File: config.mk
export PLATFORM = sky130hd
export DESIGN_NAME = rr_mux_arbiter
export DESIGN_NICKNAME = d
export VERILOG_FILES = /design/src/rtl/rr_mux_arbiter_pkg.sv /design/src/rtl/recurse_mux.sv /design/src/rtl/rr_mux_arbiter.sv
export SDC_FILE = /design/constraint.sdc
export NUM_CORES = 1
export LEC_CHECK = 0
export ABC_CLOCK_PERIOD_IN_PS = 4500
export BUFFER_PORTS_ARGS = -buffer_cell sky130_fd_sc_hd__clkbuf_2
export CAP_MARGIN = 20
export CORE_MARGIN = 1
export CORE_UTILIZATION = 39
export DETAILED_ROUTE_END_ITERATION = 16
export GPL_TIMING_DRIVEN = 0
export MAX_ROUTING_LAYER = met4
export PLACE_DENSITY = 0.6
export SLEW_MARGIN = 20
export SYNTH_ARGS = -nofsm -noshare
export SYNTH_HDL_FRONTEND = slang
export SYNTH_SLANG_ARGS = --single-unit
File: constraint.sdc
create_clock -name clk -period 4.5 [get_ports clk]
set_input_delay 0.675 -clock clk [delete_from_list [all_inputs] [get_ports clk]]
set_output_delay 0.675 -clock clk [all_outputs]
set_load 0.02 [all_outputs]
File: src/rtl/rr_mux_arbiter_pkg.sv
// Shared defaults for the round-robin mux arbiter.
// Select width S gives 2**S requesters of T bits each.
package rr_mux_arbiter_pkg;
  localparam int DEF_S = 3;
  localparam int DEF_T = 8;
endpackage

File: src/rtl/recurse_mux.sv
// Recursive 2**S:1 mux of T-bit slices.
// Built as a binary tree of 2:1 muxes, MSB of sel at the root.
module recurse_mux #(
  parameter int S = 3,
  parameter int T = 8
) (
  input  logic [S-1:0]          sel,
  input  logic [(2**S)*T-1:0]   in,
  output logic [T-1:0]          out
);

  localparam int H = (2**(S-1)) * T;

  if (S == 1) begin : g_base
    assign out = sel[0] ? in[2*T-1:T] : in[T-1:0];
  end else begin : g_rec
    logic [T-1:0] lo;
    logic [T-1:0] hi;

    recurse_mux #(
      .S(S-1),
      .T(T)
    ) u_lo (
      .sel(sel[S-2:0]),
      .in (in[H-1:0]),
      .out(lo)
    );

    recurse_mux #(
      .S(S-1),
      .T(T)
    ) u_hi (
      .sel(sel[S-2:0]),
      .in (in[2*H-1:H]),
      .out(hi)
    );

    assign out = sel[S-1] ? hi : lo;
  end

endmodule

File: src/rtl/rr_mux_arbiter.sv
// Round-robin arbiter with a one-word registered output stage.
// grant is combinational; out/ctrl/out_valid are registered.
module rr_mux_arbiter
  import rr_mux_arbiter_pkg::*;
#(
  parameter int S = DEF_S,
  parameter int T = DEF_T
) (
  input  logic               clk,
  input  logic               reset,
  input  logic [2**S-1:0]    req,
  input  logic [(2**S)*T-1:0] in,
  output logic [2**S-1:0]    grant,
  output logic [S-1:0]       ctrl,
  output logic [T-1:0]       out,
  output logic               out_valid,
  input  logic               out_ready
);

  localparam int N = 2**S;

  typedef enum logic {
    EMPTY = 1'b0,
    FULL  = 1'b1
  } state_e;

  state_e       state_q, state_d;
  logic [S-1:0] ptr_q, ptr_d;
  logic [S-1:0] ctrl_q, ctrl_d;
  logic [T-1:0] out_q, out_d;
  logic [S-1:0] win;
  logic [S-1:0] idx;
  logic [T-1:0] mux_out;
  logic         found;
  logic         load;

  // First requester at or after ptr, wrapping mod N.
  always_comb begin
    win   = ptr_q;
    idx   = ptr_q;
    found = 1'b0;
    for (int i = 0; i < N; i++) begin
      idx = ptr_q + S'(i);
      if (!found && req[idx]) begin
        win   = idx;
        found = 1'b1;
      end
    end
  end

  recurse_mux #(
    .S(S),
    .T(T)
  ) u_mux (
    .sel(win),
    .in (in),
    .out(mux_out)
  );

  assign load = !reset && found &&
                (state_q == EMPTY || out_ready);

  always_comb begin
    grant = '0;
    if (load) grant = N'(1) << win;
  end

  always_comb begin
    state_d = state_q;
    ptr_d   = ptr_q;
    ctrl_d  = ctrl_q;
    out_d   = out_q;
    if (load) begin
      state_d = FULL;
      ptr_d   = win + S'(1);
      ctrl_d  = win;
      out_d   = mux_out;
    end else if (state_q == FULL && out_ready) begin
      state_d = EMPTY;
    end
  end

  always_ff @(posedge clk or posedge reset) begin
    if (reset) begin
      state_q <= EMPTY;
      ptr_q   <= '0;
      ctrl_q  <= '0;
      out_q   <= '0;
    end else begin
      state_q <= state_d;
      ptr_q   <= ptr_d;
      ctrl_q  <= ctrl_d;
      out_q   <= out_d;
    end
  end

  assign out_valid = (state_q == FULL);
  assign ctrl      = ctrl_q;
  assign out       = out_q;

endmodule

# Yosys cells after proc, flatten, opt, wreduce, memory -nomap -nowiden
# Index checks and enable logic that the tools add are counted.
dict set report totals {
  register_bits 15
  elab_cells 83
  inputBits 75
  out_inout_bits 20
}
dict set report op_classes {
  n_mux 41
  n_reduce_logical 20
  addsub 8
  n_lt_le_gt_ge 8
  bitwise 1
  shift 1
}
# operator n
set ops {}
lappend ops {{$mux W8} 8}
lappend ops {{$lt A3 B4 Y1 const B} 8}
lappend ops {{$bmux W1 S3} 8}
lappend ops {{$mux W3} 7}
lappend ops {{$mux W1} 18}
lappend ops {{$add A3 B3 Y3 const B} 4}
lappend ops {{$logic_and A1 B1 Y1} 10}
lappend ops {{$logic_not A1 Y1} 8}
lappend ops {{$shl A1 B3 Y8 const A} 1}
lappend ops {{$add A3 B1 Y3 const B} 2}
lappend ops {{$add A3 B2 Y3 const B} 2}
lappend ops {{$reduce_bool A2 Y1} 1}
lappend ops {{$logic_or A1 B1 Y1} 1}
lappend ops {{$not A1 Y1} 1}

# Depth between registers and ports, before layout
dict set report depth {
  word_depth 27
  depth_mapped 16
  mapped_depth_nobuf 12
}

# Modules after synthesis
# Synthesis repeated with hierarchy kept, for this count alone.
dict set report unflattened {
  cells_unflattened 230
  hier_area_um2 2671.3
}
# module cells_per_inst n_inst seq_area_each_um2 area_per_inst_um2
set modules_own_cells {}
lappend modules_own_cells {rr_mux_arbiter 167 1 375.4 1751.7}
lappend modules_own_cells {recurse_mux 9 7 0.0 131.4}

# Worst setup path before layout
# No wires, ideal clock.
dict set report synth_timing {
  path_kind {flip-flop to output port}
  start {register ptr_q[1]}
  end {output grant[7]}
  arrival_ns 3.600
  setup_slack_ns 0.225
  stages_incl_launch_ff 16
  required_ns 3.825
  path_buffers 3
  cell_sequence {dfrtp_1 > buf_4 > clkinv_1 > ha_1 > buf_4 > mux2i_1 > mux4_2 > a32oi_2 > nor2_1 > o311a_1 > o22ai_4 > buf_4 > and2_1 > ha_1 > inv_1 > nor2_1}
}
dict set report synth_via {
  elab_chain_cells 27
  elab_cells_between_ends 56
  classes_between {add/sub: 7; shift: 1; mux: 32; reduce/logical: 16}
}
# element line
set synth_lines {}
lappend synth_lines {{start, declared} rr_mux_arbiter.sv:28} ;# logic [S-1:0] ptr_q, ptr_d;
lappend synth_lines {{start signal, assigned} rr_mux_arbiter.sv:91} ;# ptr_q <= ptr_d;
lappend synth_lines {{branches (longest 26 deep; another with $add A3 B1 Y3)} --}
lappend synth_lines {{$mux W8 (*)} rr_mux_arbiter.sv:65} ;# if (load) grant = N'(1) << win;
lappend synth_lines {{end, declared} rr_mux_arbiter.sv:13} ;# output logic [2**S-1:0] grant,
# Mark *: on every way between the ends. The select of a mux whose other input is x is not followed.

# Worst setup path in the final report
dict set report layout_timing {
  start {register ptr_q[0]}
  end {output grant[0]}
}
# Same word-level chain as after synthesis.

==> flow_summary_export.csv <==
group,metric,value,unit
cells_and_area,final_cell_mix,"clkbuf_2, mux2i_1, nand2_1",
worst_setup_path,cp_max_fo,9,
placed_design,pre_cts_ws,-302,ps
floorplan,pin_count,95,
synth,synthesis.nets,417,
placed_design,hpwl,6.64,mm
global_route,grt_overflow,0,
timing,clock_skew,6.73,ps
global_route,antenna_found_initial,0,
timing,timing.final.crit_share,1.00,
placed_design,place_area,3520,um^2
synth,synth_cell_types,58,
routing,dr.pass1.iters,4,
global_route,grt_usage,0.228,
synth,ys_dominant_reg_cell,"dfrtp_1",
global_route,grt_pass1_wl,13.6,mm
floorplan,fp.dieArea,7860,um^2
worst_hold_path,min_path_type,"in2async",
synth,async_flop_share,1.00,
cells_and_area,synthToLayoutAreaGrowth,28.0,%
cells_and_area,mostFrequentLayoutCell,"clkbuf_2",
routing,vias,3056,
timing,slew_violations,0,
worst_setup_path,worst_setup_path_start_kind,"flip-flop",
timing,finalSetupViolCount,1,
run_status,violations,"negative setup slack",
worst_setup_path,crit_arrival,3840,ps
timing,rsz0062_at_grt,"yes",
cells_and_area,antenna_cells_inserted,0,
routing,wl_per_cell,15.8,um
routing,vias_per_cell,5.57,
cells_and_area,layout-drive-gt1-share,0.420,
synth,yosysWarningCount,0,
global_route,grt_max_degree,17,
global_route,grt_pass1_vias,2795,
floorplan,initial_core_util,0.404,
cells_and_area,fillCellCount,701,
clock_tree,ctsLongestPathBuffers,2,
synth,synth.yosys.seq_area_share,0.128,
synth,syn-cell-area,2930,um^2
timing,min_period,4510,ps
synth,ys_ff_latch,15,
worst_setup_path,end_kind,"primary output",
synth,syn_area_per_cell,8.64,um^2
timing,tightest_slew,820,ps
clock_tree,clk_latency,250,ps
run_status,status,"complete, but fails checks",
clock_tree,clk_pin_slew,70,ps
timing,hold_viol_final,0,
floorplan,core_area,7250,um^2
floorplan,rows,31,
routing,drc,0,
routing,drt_iter0_markers,168,
floorplan,die_width,88.7,um
routing,ant_nets,0,
placed_design,gp_congestion,0.888,
timing,fin_ws,-11.8,ps
routing,routed_wl,8.70,mm
clock_tree,tritoncts,"yes",
worst_setup_path,cp.required,3830,ps
clock_tree,cts_buffers,3,
timing,hold-worst-slack,469,ps
synth,syn_inst,339,
clock_tree,cts-root-buf,"clkbuf_8",
flow_run,drv_cap,0,
floorplan,die_y,88.7,um
clock_tree,cts-htree-levels,1,
clock_tree,cts_num_sinks,15,
placed_design,portBuffers,94,
cells_and_area,fin_area,3750,um^2
cells_and_area,utilization,0.517,
cells_and_area,final_nets,529,
worst_setup_path,criticalPathCategory,"reg2out",
synth,synth_edf_count,0,
timing,max_freq,0.222,GHz
timing,slew_headroom,0.453,
routing by layer:
metal	vias to the layer above	track usage	part of all wire
li1	1510	-	-
met1	1444	0.297	0.45
met2	93	0.390	0.50
met3	9	0.0159	0.043
met4	0	0.0425	0.011
met5	-	-	0
registers in the layout, indices dropped and copies added, names as in the netlist:
signal	flops
out	8
ptr_q	3
out_valid	1
ctrl	3
cells in the mapped netlist (all sizes together), types with 2 or more instances:
master  instances  area (um^2)
buf            17          106
a221o           9         90.1
or2             2         12.5
a21oi          15         75.1
clkbuf         10         37.5
o21ai          20          100
o31ai           2         15.0
mux2i          59          591
nor2           21         78.8
nand2b          9         56.3
and2            2         12.5
mux2           33          375
nand2          39          146
a21o            2         15.0
xnor2           2         25.0
nor2b           3         18.8
a31oi           2         12.5
or4             2         15.0
dfrtp          15          375
inv             9         33.8
ha              3         37.5
nand3           3         15.0
o211ai          9         77.6
mux4           12          270
nor3            8         40.0
a211oi          2         20.0
o211a           8         80.1
layout make-up:
class,count,area (um^2),share of cell area
Timing Repair Buffer,107,576,0.153
Clock inverter,1,7.51,0.00200
Tap cell,99,124,0.0330
Inverter,10,46.3,0.0123
Sequential cell,15,375,0.100
Clock buffer,3,41.3,0.0110
Multi-Input combinational cell,287,2420,0.646
Buffer,27,156,0.0417
per-stage QoR:
stage	setup TNS, ps	instances
3_3_place_gp	-621	532
4_1_cts	0	545
3_5_place_dp	-748	532
2_1_floorplan	0	339
5_1_grt	-465	549
6_report	-11.8	549
path summary, 6_finish.rpt:
path                                from  depth (start not counted)       end  slack (ps)
worst min-delay path               reset                          2    out[4]         470
worst min register to register   ctrl[0]                          2   ctrl[0]         490
min in group clk                 ctrl[0]                          2   ctrl[0]         490
worst max-delay path            ptr_q[0]                         16  grant[0]         -10
max in group asynchronous          reset                          2    out[1]        3630
worst max register to register  ptr_q[0]                         16    out[4]         560
what timing repair did:
| action | CTS | global route |
|---|---|---|
| setup buffers | 9 | 4 |
| pin swaps | 2 | 3 |
| gates resized for setup | 14 | 10 |
| hold buffers | 0 | 0 |
| endpoints found under the setup margin | 8 | 8 |
cells by family (layout without fill, tap and decap cells):
logic type | Yosys count | count (layout) | share of synthesized area
flip-flops | 15 | 15 | 0.128
multiplexers | 104 | 104 | 0.422
adder cells (fa/ha/maj) | 3 | 3 | 0.0128
AND/OR/NAND/NOR | 94 | 94 | 0.148
XOR/XNOR | 3 | 3 | 0.0115
AO/OA/AOI/OAI | 83 | 83 | 0.216
buffers and inverters | 37 | 148 | 0.0619
critical path, cell delays in order, from the launching register on:
cell and delay (ps):
dfrtp_1 380, buf_8 110, clkinvlp_4 100, ha_1 300, buf_4 180, mux2i_2 160, mux4_2 510, a32oi_4 340
buf_4 180, buf_4 120, nor3_1 70, o21ai_1 160, o22ai_4 100, buf_4 190, or2_2 340, nor3_2 140
clkbuf_4 200
Power is left out: the tool's default activity adds up to more than one toggle a clock period on the data nets, which glitch-free logic cannot reach.
